--- config.mk ---
export PLATFORM = sky130hd
export DESIGN_NAME = rob_commit_unit
export DESIGN_NICKNAME = d
export VERILOG_FILES = /design/src/rtl/rob_commit_unit.sv
export SDC_FILE = /design/constraint.sdc
export NUM_CORES = 1
export LEC_CHECK = 0
export ABC_CLOCK_PERIOD_IN_PS = 2180
export CAP_MARGIN = 25
export CORE_ASPECT_RATIO = 0.7
export CORE_UTILIZATION = 30
export DETAILED_ROUTE_END_ITERATION = 10
export GPL_TIMING_DRIVEN = 1
export PLACE_DENSITY_LB_ADDON = 0.25
export SKIP_LAST_GASP = 1
export SYNTH_ARGS = -nofsm -noshare
export SYNTH_HDL_FRONTEND = slang
export SYNTH_SLANG_ARGS = --single-unit
--- constraint.sdc ---
create_clock -name clk -period 2.18 [get_ports clk]
set_input_delay 0.218 -clock clk [delete_from_list [all_inputs] [get_ports clk]]
set_output_delay 0.218 -clock clk [all_outputs]
set_load 0.1 [all_outputs]
--- src/rtl/rob_commit_unit.sv ---
// In-order retirement at the ROB head: writeback, predictor training,
// store handshake, and flush/redirect on mispredict or exception.
module rob_commit_unit #(
  parameter int          ROB_ADDR_W = 4,
  parameter int          GHR_W      = 5,
  parameter int          EXC_W      = 8,
  parameter logic [31:0] EXC_VECTOR = 32'hbfc00380
) (
  input  logic                  clk,
  input  logic                  rst,
  input  logic                  can_commit,
  input  logic [ROB_ADDR_W-1:0] head_addr,
  input  logic                  head_done,
  input  logic                  head_reg_write_en,
  input  logic [4:0]            head_reg_write_addr,
  input  logic [31:0]           head_value,
  input  logic                  head_is_branch,
  input  logic                  head_is_jump,
  input  logic                  head_pred_taken,
  input  logic                  head_taken,
  input  logic [31:0]           head_target,
  input  logic [GHR_W-1:0]      head_pht_index,
  input  logic                  head_is_delayslot,
  input  logic                  head_mem_write,
  input  logic [3:0]            head_mem_sel,
  input  logic [31:0]           head_mem_data,
  input  logic [EXC_W-1:0]      head_exc_type,
  input  logic [31:0]           head_pc,
  output logic                  commit_en,
  output logic                  rf_we,
  output logic [4:0]            rf_waddr,
  output logic [31:0]           rf_wdata,
  output logic [ROB_ADDR_W-1:0] rf_wtag,
  output logic                  store_valid,
  input  logic                  store_ready,
  output logic [31:0]           store_addr,
  output logic [31:0]           store_data,
  output logic [3:0]            store_sel,
  output logic                  pht_update_en,
  output logic [GHR_W-1:0]      pht_update_index,
  output logic                  pht_update_taken,
  output logic                  erase_en,
  output logic [ROB_ADDR_W-1:0] erase_from_addr,
  output logic                  flush_en,
  output logic [31:0]           redirect_pc,
  output logic                  exc_valid,
  output logic [EXC_W-1:0]      exc_code,
  output logic [31:0]           exc_epc,
  output logic                  exc_bd
);

  typedef enum logic [1:0] {
    RUN, STORE_WAIT, DS_WAIT, FLUSH
  } state_t;

  state_t                state, state_d;
  logic [31:0]           tgt, tgt_d;
  logic                  ds_st, ds_st_d;
  logic [ROB_ADDR_W-1:0] ds_tag, ds_tag_d;

  logic                  rf_we_d, sv_d, pht_en_d, pht_tk_d;
  logic                  erase_d, flush_d, exc_v_d, exc_bd_d;
  logic [4:0]            rf_waddr_d;
  logic [31:0]           rf_wdata_d, st_addr_d, st_data_d;
  logic [31:0]           redir_d, epc_d;
  logic [3:0]            st_sel_d;
  logic [ROB_ADDR_W-1:0] rf_wtag_d, erase_from_d;
  logic [GHR_W-1:0]      pht_idx_d;
  logic [EXC_W-1:0]      exc_code_d;

  logic ready, has_exc, mispred;

  assign ready   = can_commit && head_done;
  assign has_exc = head_exc_type != '0;
  assign mispred = head_is_branch && !head_is_jump &&
                   (head_pred_taken != head_taken);

  // Next-state, commit decision and next values of registered outputs
  always_comb begin
    state_d      = state;
    tgt_d        = tgt;
    ds_st_d      = ds_st;
    ds_tag_d     = ds_tag;
    commit_en    = 1'b0;
    rf_we_d      = 1'b0;
    rf_waddr_d   = rf_waddr;
    rf_wdata_d   = rf_wdata;
    rf_wtag_d    = rf_wtag;
    sv_d         = store_valid;
    st_addr_d    = store_addr;
    st_data_d    = store_data;
    st_sel_d     = store_sel;
    pht_en_d     = 1'b0;
    pht_idx_d    = pht_update_index;
    pht_tk_d     = pht_update_taken;
    erase_d      = 1'b0;
    erase_from_d = erase_from_addr;
    flush_d      = 1'b0;
    redir_d      = redirect_pc;
    exc_v_d      = 1'b0;
    exc_code_d   = exc_code;
    epc_d        = exc_epc;
    exc_bd_d     = exc_bd;
    unique case (state)
      RUN, DS_WAIT: begin
        if (ready) begin
          if (has_exc) begin
            commit_en    = 1'b1;
            exc_v_d      = 1'b1;
            exc_code_d   = head_exc_type;
            epc_d        = head_is_delayslot ? head_pc - 32'd4 : head_pc;
            exc_bd_d     = head_is_delayslot;
            flush_d      = 1'b1;
            erase_d      = 1'b1;
            erase_from_d = head_addr + 1'b1;
            redir_d      = EXC_VECTOR;
            state_d      = FLUSH;
          end else if (head_mem_write) begin
            sv_d      = 1'b1;
            st_addr_d = head_value;
            st_data_d = head_mem_data;
            st_sel_d  = head_mem_sel;
            ds_st_d   = state == DS_WAIT;
            ds_tag_d  = head_addr;
            state_d   = STORE_WAIT;
          end else begin
            commit_en  = 1'b1;
            rf_we_d    = head_reg_write_en;
            rf_waddr_d = head_reg_write_addr;
            rf_wdata_d = head_value;
            rf_wtag_d  = head_addr;
            if (head_is_branch) begin
              pht_en_d  = 1'b1;
              pht_idx_d = head_pht_index;
              pht_tk_d  = head_taken;
            end
            if (state == DS_WAIT) begin
              flush_d      = 1'b1;
              erase_d      = 1'b1;
              erase_from_d = head_addr + 1'b1;
              redir_d      = tgt;
              state_d      = FLUSH;
            end else if (mispred) begin
              tgt_d   = head_taken ? head_target : head_pc + 32'd8;
              state_d = DS_WAIT;
            end
          end
        end
      end
      STORE_WAIT: begin
        if (store_ready) begin
          commit_en = 1'b1;
          sv_d      = 1'b0;
          if (ds_st) begin
            ds_st_d      = 1'b0;
            flush_d      = 1'b1;
            erase_d      = 1'b1;
            erase_from_d = ds_tag + 1'b1;
            redir_d      = tgt;
            state_d      = FLUSH;
          end else begin
            state_d = RUN;
          end
        end
      end
      FLUSH: state_d = RUN;
      default: state_d = RUN;
    endcase
  end

  // State and registered output update
  always_ff @(posedge clk or negedge rst) begin
    if (!rst) begin
      state            <= RUN;
      tgt              <= '0;
      ds_st            <= 1'b0;
      ds_tag           <= '0;
      rf_we            <= 1'b0;
      rf_waddr         <= '0;
      rf_wdata         <= '0;
      rf_wtag          <= '0;
      store_valid      <= 1'b0;
      store_addr       <= '0;
      store_data       <= '0;
      store_sel        <= '0;
      pht_update_en    <= 1'b0;
      pht_update_index <= '0;
      pht_update_taken <= 1'b0;
      erase_en         <= 1'b0;
      erase_from_addr  <= '0;
      flush_en         <= 1'b0;
      redirect_pc      <= '0;
      exc_valid        <= 1'b0;
      exc_code         <= '0;
      exc_epc          <= '0;
      exc_bd           <= 1'b0;
    end else begin
      state            <= state_d;
      tgt              <= tgt_d;
      ds_st            <= ds_st_d;
      ds_tag           <= ds_tag_d;
      rf_we            <= rf_we_d;
      rf_waddr         <= rf_waddr_d;
      rf_wdata         <= rf_wdata_d;
      rf_wtag          <= rf_wtag_d;
      store_valid      <= sv_d;
      store_addr       <= st_addr_d;
      store_data       <= st_data_d;
      store_sel        <= st_sel_d;
      pht_update_en    <= pht_en_d;
      pht_update_index <= pht_idx_d;
      pht_update_taken <= pht_tk_d;
      erase_en         <= erase_d;
      erase_from_addr  <= erase_from_d;
      flush_en         <= flush_d;
      redirect_pc      <= redir_d;
      exc_valid        <= exc_v_d;
      exc_code         <= exc_code_d;
      exc_epc          <= epc_d;
      exc_bd           <= exc_bd_d;
    end
  end

endmodule

==> impl_metrics.py, run 1 <==
metrics = {
    "global_routing": {
        "grt_overflow": 0,
        "grt_pass1_wl_um": 51830,
        "grt_use_total": 0.1853,
        "grt_max_degree": 62,
        "grt_pass1_vias": 8677,
        "antenna_found_initial": 2,
    },
    "setup_path": {
        "max_stage_delay_ns": 0.46,
        "worstPathRequired_ns": 1.96,
        "r2r_slack_ns": 0.32,
        "worstSetupEndpointType": "primary output",
        "critPathSlowestCell": "clkdlybuf4s50_1",
        "worst-path-buf-inv": 4,
        "crit_path_cell_trace": "clkdlybuf4s50_1 > nor4_4 > buf_4 > and2_4 > buf_4 > nand2_1 > nand2_1 > nand2_1 > buf_12",
        "cp_data_arrival_time_ns": 1.81,
        "path_delay_family": "buffers and inverters",
        "crit_top_cell": "nand2_1",
        "worstSetupPathType": "in -> out",
        "worstPathMaxFanout": 3,
        "start_kind": "input pin",
    },
    "yosys": {
        "synthTopCellsByArea": "dfrtp_1 56%, mux2_2 14%, nand2_1 4.8%, mux2i_1 2.9%, xnor2_1 2.9%",
        "yosys.area.top_type": "dfrtp_1",
        "ys_seq_elements": 236,
        "syn-instance-count": 925,
        "yosysMostFrequentCell": "dfrtp_1",
        "synth-edff-count": 0,
        "netlist_area_um2": 10620,
        "ys_seq_area_frac": 0.5561,
        "synth_common_cells": "236 x dfrtp_1, 135 x nand2_1, 134 x mux2_2",
        "synthArstFlopShare": 1.000,
        "synth_top_area_share": 0.5561,
        "ys_types": 52,
        "synthFlopType": "dfrtp_1",
        "syn_nets": 1096,
        "ys_warn_count": 0,
        "syn_area_per_cell_um2": 11.48,
    },
    "route": {
        "ant_nets": 0,
        "viasPerCell": 4.537,
        "remaining_drc_errors": 0,
        "drtIter0Drc": 442,
        "first_pass_iters": 5,
        "drt-wirelength-per-cell_um": 18.05,
        "vias": 8453,
        "drt_wl_total_um": 33630,
    },
    "floorplan": {
        "die_y_um": 159.4,
        "io_pins": 365,
        "coreArea_um2": 34800,
        "dieArea_um2": 36170,
        "rows": 57,
        "die_x_um": 226.9,
        "start_util": 0.3051,
    },
    "placement": {
        "place_ws_ns": -0.5518,
        "dp.cells": 1813,
        "dpl.hpwl_um": 25760,
        "numPortBuffers": 364,
        "gp_congestion": 0.8457,
    },
    "run": {
        "maxCapViolCount": 0,
    },
    "clocking": {
        "cts_buffers": 26,
        "cts.path.max_buffers": 3,
        "clk_pin_slew_ns": 0.06,
        "post_cts_buffers": 0,
        "htreeDepth": 1,
        "cts_root_buf": "clkbuf_16",
        "clock_latency_ns": 0.55,
        "cts_sinks": 236,
        "cts_tree": "built",
    },
    "timing": {
        "finalHoldViolCount": 0,
        "relSlewSlack": 0.6329,
        "period_needed_ns": 2.032,
        "timing.fmax_mhz": 492.1,
        "setup_viol": 0,
        "slew_viol_final": 0,
        "clock_skew_ns": 0.007164,
        "period_share": 0.9322,
        "tightest_slew_ns": 0.5507,
        "holdWs_ns": 0.1995,
        "rsz0062_at_grt": "false",
        "timing.final.ws_setup_ns": 0.1479,
    },
    "layout": {
        "area_growth_pct": 51.68,
        "final_util": 0.4629,
        "nFillCells": 3310,
        "fin_nets": 1541,
        "drive_above_1_share": 0.3701,
        "stdcell_count": 1863,
        "multi_input_area_um2": 4395,
        "seqCellArea_um2": 5906,
    },
    "pwr": {
        "power_mw": 14.06,
        "power.leakage_nw": 7.779,
        "peakVddDrop_mv": 0.5690,
        "power_density_nw_per_um2": 872.9,
    },
    "outcome": {
        "status": "completed",
    },
    "min_path": {
        "hold_path.class": "in -> async",
    },
}
registers in the layout, indices dropped and copies added (netlist names), 2 cells and up:
| name | count |
|---|---|
| ds_tag | 4 |
| erase_from_addr | 4 |
| exc_code | 8 |
| exc_epc | 32 |
| pht_update_index | 5 |
| redirect_pc | 32 |
| rf_waddr | 5 |
| rf_wdata | 32 |
| rf_wtag | 4 |
| state | 2 |
| store_addr | 32 |
| store_data | 32 |
| store_sel | 4 |
| tgt | 32 |
path summary, 6_finish.rpt:
path / start / end / cells past startpoint
worst min-delay path: rst / exc_epc[20]$_DFFE_PN0P_ / 2
worst max-delay path: head_exc_type[6] / commit_en / 9
max in group asynchronous: rst / store_data[20]$_DFFE_PN0P_ / 3
worst min register to register: tgt[23]$_DFFE_PN0P_ / tgt[23]$_DFFE_PN0P_ / 2
min in group clk: head_pc[1] / exc_epc[1]$_DFFE_PN0P_ / 3
worst max register to register: state[0]$_DFFE_PN0P_ / tgt[14]$_DFFE_PN0P_ / 8
logic make-up (layout without fill, tap and decap cells):
logic type               after synthesis  after routing  synth area share
XOR/XNOR                              56             56           0.04618
AND/OR/NAND/NOR                      279            279            0.1343
multiplexers                         165            165            0.1713
AO/OA/AOI/OAI                         89             89           0.04960
buffers and inverters                 95            559           0.03664
other                                  0              2                 0
adder cells (fa/ha/maj)                5              5          0.005891
flip-flops                           236            236            0.5561
stage by stage:
stage               instance area, µm²  TNS [ns]
floorplan                        10620         0
global placement                 15160    -83.90
detailed placement               15160    -82.59
CTS                              16090         0
global route                     16110         0
finish                           16110         0
layout by cell type, fill, tap and decap left out, types with 26 or more instances in the layout:
cell | Yosys | final
buf_4 | 1 | 299
nand2_1 | 135 | 134
inv_1 | 33 | 33
mux2i_1 | 31 | 31
dfrtp_1 | 236 | 236
mux2_2 | 134 | 134
o21ai_0 | 48 | 48
clkbuf_16 | 0 | 26
clkdlybuf4s50_1 | 0 | 164
xnor2_1 | 35 | 35
area by class of cell:
class | count | share of cell area
Sequential cell | 236 | 0.3666
Multi-Input combinational cell | 594 | 0.2729
Timing Repair Buffer | 479 | 0.2602
Clock buffer | 42 | 0.05033
Tap cell | 472 | 0.03666
Inverter | 33 | 0.007689
Clock inverter | 5 | 0.005359
Antenna cell | 2 | 0.0003107
repair_timing:
| item | CTS | global route |
|---|---|---|
| hold endpoints to repair | 51 | 0 |
| hold buffers | 1 | 0 |
| endpoints found under the setup margin | 1 | 1 |
| gates resized for setup | 3 | 2 |
| pin swaps | 0 | 1 |
report_power, final:
| part | total, mW | internal (mW) | switching (mW) | leakage [nW] |
|---|---|---|---|---|
| logic | 4.52 | 1.17 | 3.35 | 4.18 |
| clock network | 4.59 | 2.77 | 1.82 | 0.442 |
| registers | 4.95 | 4.73 | 0.222 | 3.16 |
layer usage:
metal | vias up | track usage | share of wire
met4 | 0 | 0.04668 | 0.023
met2 | 221 | 0.2920 | 0.46
met5 | - | 0 | 0
met1 | 4138 | 0.2628 | 0.46
met3 | 44 | 0.03137 | 0.052
li1 | 4050 | - | -
Power figures use the tool's default switching activity.
==> run 2: changes to the inputs <==
CORE_UTILIZATION = 41   (was 30)
CTS_CLUSTER_SIZE = 30   (was unset)
SLEW_MARGIN = 20   (was unset)
==> run 2 against run 1 <==
  * Hold slack improved by 0.057 ns
  * Sequential power about the same
  * Critical path depth decreased by 3
  * Clock skew increased by 0.012 ns
  * Routed wire length decreased by 6.9%
  * Largest cell class unchanged
  * Largest power group unchanged
==> impl_metrics.py, run 2 (synthesized netlist as in run 1, its figures left out) <==
metrics = {
    "floorplan": {
        "start_util": 0.4241,
        "coreArea_um2": 25040,
        "io_pins": 365,
        "dieArea_um2": 26560,
        "die_y_um": 136.7,
        "rows": 48,
        "die_x_um": 194.4,
    },
    "timing": {
        "relSlewSlack": 0.6214,
        "setup_viol": 0,
        "finalSetupTns_ns": 0,
        "timing.fmax_mhz": 486.6,
        "period_needed_ns": 2.055,
        "clock_skew_ns": 0.01955,
        "tightest_slew_ns": 0.5679,
        "slew_viol_final": 0,
        "finalHoldViolCount": 0,
        "rsz0062_at_grt": "false",
        "period_share": 0.9427,
    },
    "layout": {
        "mostFrequentLayoutCells": "273 x buf_4, 236 x dfrtp_1, 164 x clkdlybuf4s50_1",
        "final_common_cell": "buf_4",
        "stdcell_count": 1688,
        "diodes": 0,
        "area_growth_pct": 47.99,
        "drive_above_1_share": 0.3610,
        "fin_nets": 1516,
        "final_util": 0.6275,
    },
    "route": {
        "first_pass_iters": 5,
        "viasPerCell": 5.014,
        "drtIter0Drc": 386,
        "drt_wl_total_um": 31320,
        "ant_nets": 0,
        "drt-wirelength-per-cell_um": 18.55,
        "vias": 8463,
        "remaining_drc_errors": 0,
    },
    "clocking": {
        "cts_sinks": 236,
        "cts_buffers": 24,
        "htreeDepth": 1,
        "post_cts_buffers": 0,
        "cts.path.max_buffers": 3,
        "clock_latency_ns": 0.52,
        "cts_root_buf": "clkbuf_16",
        "cts_tree": "built",
        "clk_pin_slew_ns": 0.06,
    },
    "min_path": {
        "hold_path.class": "in -> async",
    },
    "setup_path": {
        "worstPathRequired_ns": 1.96,
        "critical_path_cell_count": 6,
        "cp_data_arrival_time_ns": 1.84,
        "r2r_cells": 6,
        "worstSetupEndpointType": "primary output",
        "worst-path-buf-inv": 3,
        "max_stage_delay_ns": 0.37,
        "start_kind": "flop",
        "path_delay_family": "buffers and inverters",
        "critPathSlowestCell": "dfrtp_1",
        "worstSetupPathType": "reg -> out",
        "worstPathMaxFanout": 11,
        "crit_path_cell_trace": "buf_4 > nor2_1 > buf_4 > nand2_1 > nand2_1 > buf_12",
    },
    "placement": {
        "dpl.hpwl_um": 23810,
        "gp_congestion": 0.8678,
        "numPortBuffers": 364,
        "dp.cells": 1643,
    },
    "global_routing": {
        "grt_pass1_wl_um": 48010,
        "grt_pass1_vias": 8333,
        "grt_overflow": 0,
        "grt_use_total": 0.2316,
        "antenna_found_initial": 0,
        "grt_max_degree": 67,
    },
    "pwr": {
        "power_mw": 13.75,
        "power.leakage_nw": 7.649,
        "power_density_nw_per_um2": 874.7,
        "peakVddDrop_mv": 0.8332,
    },
    "run": {
        "maxCapViolCount": 0,
    },
    "outcome": {
        "status": "completed",
    },
}
## run 2: worst paths after layout
path,startpoint,endpoint,slack [ns]
setup / recovery,state[0]$_DFFE_PN0P_,commit_en,0.12
hold / removal,rst,exc_bd$_DFFE_PN0P_,0.26
setup reg to reg,state[0]$_DFFE_PN0P_,tgt[16]$_DFFE_PN0P_,0.34
hold reg to reg,tgt[2]$_DFFE_PN0P_,tgt[2]$_DFFE_PN0P_,0.48
max in group asynchronous,rst,store_addr[31]$_DFFE_PN0P_,1.18
min in group clk,head_reg_write_en,rf_we$_DFF_PN0_,0.26
## run 2: cell type report
cell class | count | area (µm²)
clock buffer | 32 | 711.9
clock inverter | 12 | 118.9
fill | 2025 | 9328
inverter | 33 | 123.9
multi-input combinational | 594 | 4393
sequential | 236 | 5906
tap | 325 | 406.6
timing repair buffer | 456 | 4056
## run 2: what timing repair did
| item | in CTS | in global routing |
|---|---|---|
| endpoints found under the hold margin | 61 | 0 |
| hold buffers | 1 | 0 |
| resized for setup | 1 | 3 |
| endpoints found under the setup margin | 1 | 1 |
## run 2: worst reg2reg max path: cells and delay by family (launching register included)
| kind | cells | cell delay, ns |
|---|---|---|
| buf+inv | 1 | 0.20 |
| simple gates | 4 | 1.06 |
| compound gates | 1 | 0.08 |
| flops | 1 | 0.37 |
## run 2: power breakdown
group	internal (mW)	total (mW)	leakage [nW]	switching, mW
combinational	1.15	4.48	4.08	3.33
sequential	4.73	4.96	3.16	0.228
clock	2.53	4.31	0.412	1.77
## run 2: per-layer routing
metal | vias up | share of wire | global-route usage
met5 | - | 0 | 0
met4 | 0 | 0.025 | 0.05864
met3 | 51 | 0.067 | 0.05052
met2 | 281 | 0.44 | 0.3535
met1 | 4130 | 0.46 | 0.3344
li1 | 4001 | - | -
## run 2: stage by stage
| stage | worst slack, ns | hold WS [ns] | cell area, µm² |
|---|---|---|---|
| after floorplan | 0.08065 | -0.07759 | 10620 |
| after global placement | -0.4304 | 0.2232 | 14850 |
| after detailed placement | -0.3751 | 0.2238 | 14850 |
| after CTS | 0.008136 | 0.2371 | 15690 |
| after global routing | 0.01888 | 0.2546 | 15720 |
| final | 0.1248 | 0.2566 | 15720 |
==> run 3: changes to the inputs <==
ABC_CLOCK_PERIOD_IN_PS = 1700   (was 2180)
CORE_MARGIN = 3   (was unset)
clock period = 1.7 ns   (was 2.18 ns; I/O delays follow)
==> run 3 against run 2 <==
  * The run now ends with negative setup slack left
  * Hold slack got worse by 0.15 ns
  * Cell area increased by 9.1%
  * Non-clock buffer count rose by 54
  * Clock power grew 15%
  * Power up 32%
  * Utilization rose by 5.7 points
  * Register-to-register slack worse by 0.45 ns
  * Via count up 3.3%
  * Sequential power increased by 32%
  * First-iteration DRC count is 8.8% higher
  * Setup slack got worse by 0.27 ns
  * Die area increased by 5.0%
  * Largest cell class unchanged
  * Highest routed layer unchanged
==> impl_metrics.py, run 3 (synthesized netlist as in run 1, its figures left out) <==
metrics = {
    "route": {
        "drt_wl_total_um": 34030,
        "vias": 8742,
        "drtIter0Drc": 420,
        "drt-wirelength-per-cell_um": 19.55,
        "first_pass_iters": 4,
        "viasPerCell": 5.021,
        "ant_nets": 0,
        "remaining_drc_errors": 0,
    },
    "setup_path": {
        "worstPathMaxFanout": 7,
        "worst-path-buf-inv": 4,
        "path_delay_family": "buffers and inverters",
        "critPathSlowestCell": "dfrtp_1",
        "worstSetupPathType": "reg -> out",
        "crit_path_cell_trace": "buf_4 > buf_6 > nor2_4 > buf_6 > nand2_2 > nand2_2 > buf_12",
        "r2r_slack_ns": -0.11,
        "r2r_cells": 6,
        "max_stage_delay_ns": 0.37,
        "critical_path_cell_count": 7,
        "worstSetupEndpointType": "primary output",
        "reg2reg_from": "state[0]$_DFFE_PN0P_",
        "cp-endpoint": "commit_en",
        "start_kind": "flop",
        "r2r_end": "tgt[17]$_DFFE_PN0P_",
        "cp_data_arrival_time_ns": 1.68,
        "worstPathRequired_ns": 1.53,
        "crit_path_start": "state[0]$_DFFE_PN0P_",
    },
    "global_routing": {
        "grt_pass1_wl_um": 49730,
        "grt_max_degree": 54,
        "grt_overflow": 0,
        "antenna_found_initial": 0,
        "grt_pass1_vias": 8772,
        "grt_use_total": 0.2271,
    },
    "layout": {
        "drive_above_1_share": 0.3990,
        "nFillCells": 1875,
        "fin_nets": 1570,
        "final_util": 0.6850,
        "diodes": 0,
        "final_common_cell": "buf_4",
        "area_growth_pct": 61.52,
        "mostFrequentLayoutCells": "244 x buf_4, 236 x dfrtp_1, 153 x clkdlybuf4s50_1",
    },
    "min_path": {
        "hold_path.class": "in -> reg",
    },
    "placement": {
        "dpl.hpwl_um": 25090,
        "gp_congestion": 0.8848,
        "place_ws_ns": -0.7157,
        "numPortBuffers": 364,
    },
    "timing": {
        "rsz0062_at_grt": "true",
        "timing.final.ws_setup_ns": -0.1457,
        "clock_skew_ns": 0.01297,
        "period_share": 1.086,
        "slew_viol_final": 0,
        "finalHoldViolCount": 0,
        "holdWs_ns": 0.1022,
        "setup_viol": 145,
        "period_needed_ns": 1.846,
        "relSlewSlack": 0.6787,
        "timing.fmax_mhz": 541.8,
        "tightest_slew_ns": 0.4820,
    },
    "floorplan": {
        "start_util": 0.4241,
        "rows": 48,
        "die_y_um": 140.7,
        "coreArea_um2": 25040,
        "die_x_um": 198.4,
        "io_pins": 365,
        "dieArea_um2": 27900,
    },
    "clocking": {
        "cts_root_buf": "clkbuf_16",
        "clock_latency_ns": 0.52,
        "cts_sinks": 236,
        "cts.path.max_buffers": 3,
        "htreeDepth": 1,
        "cts_buffers": 24,
        "cts_tree": "built",
        "clk_pin_slew_ns": 0.06,
    },
    "run": {
        "maxCapViolCount": 0,
    },
    "outcome": {
        "violations": "negative setup slack",
        "status": "finished, violations left",
    },
    "pwr": {
        "power.leakage_nw": 8.328,
        "peakVddDrop_mv": 1.096,
        "power_density_nw_per_um2": 1061,
        "power_mw": 18.19,
    },
}
[run 3: worst min path at each step]
stage | startpoint | end | cells past startpoint
after floorplan | rst | ds_st$_DFFE_PN0P_ | 0
after global placement | rst | store_data[0]$_DFFE_PN0P_ | 1
after detailed placement | rst | store_data[0]$_DFFE_PN0P_ | 1
after CTS | head_exc_type[4] | exc_code[4]$_DFFE_PN0P_ | 3
after global routing | head_exc_type[2] | exc_code[2]$_DFFE_PN0P_ | 3
final | head_exc_type[4] | exc_code[4]$_DFFE_PN0P_ | 3
[run 3: timing repair]
action / 4_1_cts / 5_1_grt
hold buffers: 1 / 2
cloned: 0 / 11
pin swaps: 8 / 8
buffers inserted: 3 / 7
resized for setup: 21 / 37
hold endpoints to repair: 184 / 2
endpoints found under the setup margin: 122 / 171
[run 3: power by group]
group	internal, mW	total, mW	switching [mW]
clock	2.75	4.95	2.20
sequential	6.07	6.53	0.466
combinational	2.34	6.71	4.37
total	11.2	18.2	7.04
[run 3: worst register-to-register path: stages (launching register included)]
cell	delay, ns
dfrtp_1	0.37
nand3b_1	0.22
nor4bb_4	0.30
or3b_4	0.42
buf_12	0.18
nand2_1	0.11
o211ai_1	0.08
[run 3: cell type report]
type	instances	area, µm²	share of cell area
sequential	236	5906	0.3443
timing repair buffer	510	5421	0.3160
multi-input combinational	594	4567	0.2662
clock buffer	35	671.9	0.03917
tap	325	406.6	0.02371
inverter	33	127.6	0.007440
clock inverter	8	53.80	0.003136
[run 3: per-layer routing]
layer | vias to the layer above | share of wire | track usage
li1 | 4119 | - | -
met5 | - | 0 | 0
met1 | 4294 | 0.45 | 0.3265
met2 | 279 | 0.46 | 0.3597
met3 | 50 | 0.068 | 0.04443
met4 | 0 | 0.022 | 0.04987
[run 3: per-stage QoR]
step | instance area, µm² | setup TNS (ns) | instances
finish | 17150 | -11.27 | 1741
global route | 17150 | -22.35 | 1741
CTS | 16710 | -5.280 | 1722
detailed placement | 15930 | -127.68 | 1675
global placement | 15930 | -126.82 | 1675
floorplan | 10790 | -18.79 | 925
